### src/rtl/reg_file_wb.sv
// 32-entry CPU register file: one write port, two combinational read ports and a debug port.
// Register 0 reads as zero everywhere. The optional bypass forwards same-cycle write data to the read ports.
module reg_file_wb #(
  parameter int DATA_W = 32,
  parameter int ADDR_W = 5,
  parameter bit BYPASS = 1'b1
) (
  input  logic              clk,
  input  logic              rst_n,
  input  logic              we,
  input  logic [ADDR_W-1:0] waddr,
  input  logic [DATA_W-1:0] wdata,
  input  logic [ADDR_W-1:0] raddr1,
  output logic [DATA_W-1:0] rdata1,
  input  logic [ADDR_W-1:0] raddr2,
  output logic [DATA_W-1:0] rdata2,
  input  logic [ADDR_W-1:0] dbg_addr,
  output logic [DATA_W-1:0] dbg_data,
  output logic [15:0]       wr_cnt
);

  localparam int DEPTH = 2 ** ADDR_W;

  logic [DATA_W-1:0] regs_q [DEPTH];
  logic [DATA_W-1:0] regs_d [DEPTH];
  logic [15:0]       wr_cnt_q;
  logic [15:0]       wr_cnt_d;
  logic              commit;
  logic              wr_live;

  assign commit  = we && (waddr != '0);
  // Forwarding must stay quiet while reset holds every read at zero.
  assign wr_live = commit && rst_n;

  always_comb begin
    regs_d   = regs_q;
    wr_cnt_d = wr_cnt_q;
    if (commit) begin
      regs_d[waddr] = wdata;
      if (wr_cnt_q != 16'hFFFF) begin
        wr_cnt_d = wr_cnt_q + 16'd1;
      end
    end
    regs_d[0] = '0;
  end

  always_ff @(posedge clk or negedge rst_n) begin
    if (!rst_n) begin
      for (int i = 0; i < DEPTH; i++) begin
        regs_q[i] <= '0;
      end
      wr_cnt_q <= '0;
    end else begin
      regs_q   <= regs_d;
      wr_cnt_q <= wr_cnt_d;
    end
  end

  logic [ADDR_W-1:0] rd_addr [2];
  logic [DATA_W-1:0] rd_data [2];

  assign rd_addr[0] = raddr1;
  assign rd_addr[1] = raddr2;

  generate
    for (genvar gi = 0; gi < 2; gi++) begin : g_rd_port
      assign rd_data[gi] = (rd_addr[gi] == '0) ? '0 :
                           (BYPASS && wr_live && (waddr == rd_addr[gi])) ? wdata :
                           regs_q[rd_addr[gi]];
    end
  endgenerate

  assign rdata1   = rd_data[0];
  assign rdata2   = rd_data[1];
  assign dbg_data = (dbg_addr == '0) ? '0 : regs_q[dbg_addr];
  assign wr_cnt   = wr_cnt_q;

  we_known: assert property (@(posedge clk) disable iff (!rst_n) !$isunknown(we));

endmodule

### config.mk
export PLATFORM = sky130hd
export DESIGN_NAME = reg_file_wb
export DESIGN_NICKNAME = d
export VERILOG_FILES = /design/src/rtl/reg_file_wb.sv
export SDC_FILE = /design/constraint.sdc
export NUM_CORES = 2
export LEC_CHECK = 0
export CORE_MARGIN = 2
export CORE_UTILIZATION = 45
export CTS_BUF_LIST = sky130_fd_sc_hd__clkbuf_4 sky130_fd_sc_hd__clkbuf_8
export DETAILED_ROUTE_END_ITERATION = 12
export HOLD_SLACK_MARGIN = 0.06
export PLACE_DENSITY = 0.58
export SETUP_SLACK_MARGIN = 0.15
export SLEW_MARGIN = 20
export SYNTH_ARGS = -nofsm -noshare
export SYNTH_HDL_FRONTEND = slang
export SYNTH_SLANG_ARGS = --single-unit
### constraint.sdc
create_clock -name clk -period 8.55 [get_ports clk]
set_input_delay 1.71 -clock clk [delete_from_list [all_inputs] [get_ports clk]]
set_output_delay 1.71 -clock clk [all_outputs]
set_load 0.05 [all_outputs]
# Word level (Yosys, flattened, before mapping)
# Cells that the tools add are included.
[op_classes]
mux = 17
n_lt_le_gt_ge = 5
bitwise = 4
n_reduce_logical = 10
n_addsub = 1
eq_ne = 3
[op_table]
columns = ["op", "n"]
rows = [
  ["bitwise mux 1024 bit", 1],
  ["binary-select mux 32 bit (select 5 bit)", 3],
  ["2-to-1 mux 32 bit", 12],
  ["demux 32 bit (select 5 bit)", 1],
  [">= comparator 6 bit, second input constant", 4],
  ["NOT 5 -> 6 bit", 4],
  ["adder 16 x 1 -> 16 bit, second input constant", 1],
  ["inequality test 16 bit, second input constant", 1],
  ["zero test 5 bit", 3],
  ["== test 5 bit", 2],
  ["less-than comparator 6 x 1 -> 1 bit, second input constant", 1],
  ["logical AND 1 bit", 5],
  ["nonzero test 5 bit", 1],
  ["AND reduction 2 bit", 1],
]
[totals]
input_bits = 55
regBits = 1008
output_inout_bits = 112
elab_cells = 72

# Depth between registers and ports, before layout
[depth]
word_depth = 6
mapped_depth = 10
depth_no_buf = 5

# Worst setup path before layout
# OpenSTA, ideal clock, no wires.
[synth_path]
path_type = "input-to-output"
start = "input port waddr[2]"
end = "output port rdata1[10]"
required_time_ps = 6840
stages = 7
path_slack_ps = 2653
path_buffers = 2
arrival_ps = 4187
path_cell_list = "or3_1 > o31ai_2 > or4_1 > clkbuf_1 > clkbuf_1 > o221ai_1 > nor3_1"
[synth_between]
elab_chain_len = 6
word_cells_on_any_way = 7
classes_between = "eq/ne (1); mux (2); reduce/logical (4)"
[synth_lines]
columns = ["element", "line", "text"]
rows = [
  ["start: declaration", "11", "input logic [ADDR_W-1:0] waddr,"],
  ["nonzero test 5 bit", "31", "assign commit = we && (waddr != '0);"],
  ["logical AND 1 bit", "31", ""],
  ["logical AND 1 bit", "33", "assign wr_live = commit && rst_n;"],
  ["logical AND 1 bit (*)", "68", "(BYPASS && wr_live && (waddr == rd_addr[gi])) ? wdata :"],
  ["2-to-1 mux 32 bit (*)", "68", ""],
  ["2-to-1 mux 32 bit (*)", "67", "assign rd_data[gi] = (rd_addr[gi] == '0) ? '0 :"],
  ["end: declaration", "14", "output logic [DATA_W-1:0] rdata1,"],
]
# Every way passes the cells marked *; elsewhere a longest branch is shown, timed or not.

# Final worst setup path
[layout_path]
start = "input port waddr[2]"
end = "output port rdata1[22]"
# Same word-level chain as after synthesis.

==> flow_metrics.tcl <==
set metrics [dict create \
    wl_um 217000 \
    power_density_nw_per_um2 230 \
    core_area_um2 138000 \
    status "completed" \
    fin_util_pct 50.9 \
    pwr-share-comb_pct 27.3 \
    min_to "wr_cnt[9]" \
    die_h_um 377 \
    async_flop_share_pct 100 \
    synth_top_cell_area_share_pct 40.4 \
    cts_root_buf "clkbuf_8" \
    cts_setup_buffers 0 \
    synth_flop_cell "dfrtp_1" \
    seq_power_share_pct 40.9 \
    h-tree-depth 4 \
    crit_start "waddr[2]" \
    relSlewSlack_pct 22.6 \
    required_ps 6840 \
    layout.nets 4335 \
    crit_fanout 14 \
    grt_max_degree 155 \
    clkPwrFrac_pct 31.7 \
    period_share_pct 87.2 \
    drive_gt1_share_pct 55.3 \
    cts_tree "built" \
    drc 0 \
    die_area_um2 142000 \
    fmax_mhz 134 \
    grt_overflow 0 \
    setup_viol 0 \
    reg2reg_to "wr_cnt[13]" \
    grt_pass1_wl_um 318000 \
    drv_cap 0 \
    synth_warnings 0 \
    synth_nets 4333 \
    hold_viol 0 \
    p_sw_share_pct 31.2 \
    startpoint_type "primary input" \
    cts-buffers-inserted 185 \
    skew_ps 4.94 \
    synthTopCellsByCount "mux2_2, dfrtp_1, mux4_2" \
    ys_top_cells_by_area "dfrtp_1, mux4_2, mux2_2" \
    synth.most_common_cell "mux2_2" \
    syn_to_final_growth_pct 12.1 \
    grt_pass1_vias 43500 \
    setup_tns_ps 0 \
    synth_enable_flop_cells 0 \
    min-delay-start "wr_cnt[9]" \
    rsz0062_at_grt "no" \
    io_pins 167 \
    switchingPower_uw 5040 \
    yosysSeqAreaShare_pct 40.4 \
    yosys.area.top_type "dfrtp_1" \
    cts.sinks 1008 \
    syn-instance-count 4277 \
    crit_arrival_ps 5740 \
    place_hpwl_um 126000 \
    portBuffers 166 \
    hold_buffers 0 \
    firstDrtPassIters 6 \
    ant_nets 0 \
    start_util_pct 45.4 \
    slew_violations 0 \
    holdPathStages 1 \
    cts.reportedPaths.clkPinSlew_ps 60 \
    ys_types 51 \
    grt_usage_pct 31.0 \
    leakagePower_uw 0.0289 \
    syn_area_um2 62500 \
    wl_per_cell_um 34.9 \
    worstReg2RegStart "wr_cnt[7]" \
    clockBufferDepth 3 \
    power.internal_uw 11100 \
    via_count 43000 \
    syn_area_per_cell_um2 14.6 \
    via_per_inst 6.91 \
    antenna_found_initial 6 \
    hold_path_class "reg2reg" \
    rows 136 \
    reg2regPathDepth 5 \
    routabilityCongestion 0.823 \
    dieWidth_um 377 \
    fin_crit_ps 7450 \
    first_iter_violations 4572 \
    cts_resized 0 \
    cp-end-kind "primary output" \
    worstSetupPathType "in2out" \
    synth-seq-cells 1008 \
    worst_pin_slew_ps 1160 \
    irDropWorstVdd_mv 0.144 \
    clk_latency_ps 920 \
    rrSetupSlack_ps 6110 \
]
sequential cells by signal (all words and copies together) (netlist names):
| signal | count |
|---|---|
| regs_q | 992 |
| wr_cnt | 16 |
per-stage QoR:
stage / area, um2 / worst slack (ps) / instances / power, uW / hold slack [ps]
after CTS: 70000 / 1120 / 6221 / 16200 / 491
after global routing: 70000 / 1060 / 6225 / 16800 / 502
after global placement: 65900 / 1070 / 5885 / 10900 / 476
after floorplan: 62500 / 2650 / 4277 / 9690 / 478
after detailed placement: 65900 / 1150 / 5886 / 11000 / 481
final: 70000 / 1100 / 6226 / 16100 / 490
cell families (layout without fill, tap and decap cells):
kind of cell	Yosys count	in the layout	share of synthesized area, %
mux	1944	1944	48.2
flops	1008	1008	40.4
buf+inv	500	650	3.40
simple gates	485	485	3.64
compound gates	314	314	4.01
xor+xnor	25	25	0.351
fa+ha+maj	1	1	0.0200
other cells	0	5	0
critical path: stages:
cell and delay [ps]:
clkdlybuf4s50_1 620, or3_1 500, o31ai_2 450, or4_2 440, buf_4 400, o221ai_1 160, nor3_1 510, clkdlybuf4s50_1 920
layer usage:
layer	share of wire, %	track usage, %
met4	3.7	11.1
met2	45	46.2
met3	8.7	7.37
met1	42	44.3
met5	0.0078	0
power groups by stage:
stage | clock (uW) | sequential [uW] | combinational, uW
finish | 5120 | 6600 | 4410
floorplan | 0 | 6410 | 3280
CTS | 5210 | 6560 | 4420
global route | 5430 | 6730 | 4660
detailed placement | 0 | 6640 | 4400
global placement | 0 | 6590 | 4360
cells in the final DEF (no fill, tap or decap), drive strengths merged, types with 3 or more instances in the layout:
cell type | Yosys | layout
a2111oi | 60 | 60
dfrtp | 1008 | 1008
a211oi | 3 | 3
a22o | 65 | 65
a21oi | 5 | 5
nor3b | 8 | 8
diode | 0 | 5
o211ai | 31 | 31
and2 | 31 | 31
nand4 | 6 | 6
xor2 | 11 | 11
o221ai | 30 | 30
inv | 4 | 16
bufinv | 0 | 3
xnor2 | 14 | 14
nor2b | 37 | 37
mux4 | 735 | 735
mux2i | 43 | 43
clkinv | 0 | 18
nand3 | 37 | 37
nor2 | 145 | 145
clkbuf | 283 | 303
nand2 | 105 | 105
buf | 213 | 161
mux2 | 1166 | 1166
a221oi | 62 | 62
and3 | 6 | 6
nor3 | 97 | 97
clkdlybuf4s50 | 0 | 148
nand3b | 3 | 3
o21ai | 47 | 47
area by class of cell:
type                            instances  area [um2]
Clock buffer                          301        3770
Clock inverter                         34         332
Fill cell                           11600       67600
Sequential cell                      1008       25200
Inverter                                4        17.5
Timing Repair Buffer                  311        3040
Tap cell                             1794        2240
Antenna cell                            5        12.5
Multi-Input combinational cell       2769       35400
worst max-delay path by stage:
stage | endpoint | slack (ps) | cells after the start
final | rdata1[22] | 1100 | 8
after global routing | rdata1[21] | 1060 | 8
after CTS | rdata1[17] | 1120 | 8
after detailed placement | rdata1[17] | 1150 | 8
after global placement | rdata1[9] | 1070 | 8
after floorplan | rdata1[10] | 2650 | 7
(Power assumes the default switching activity.)
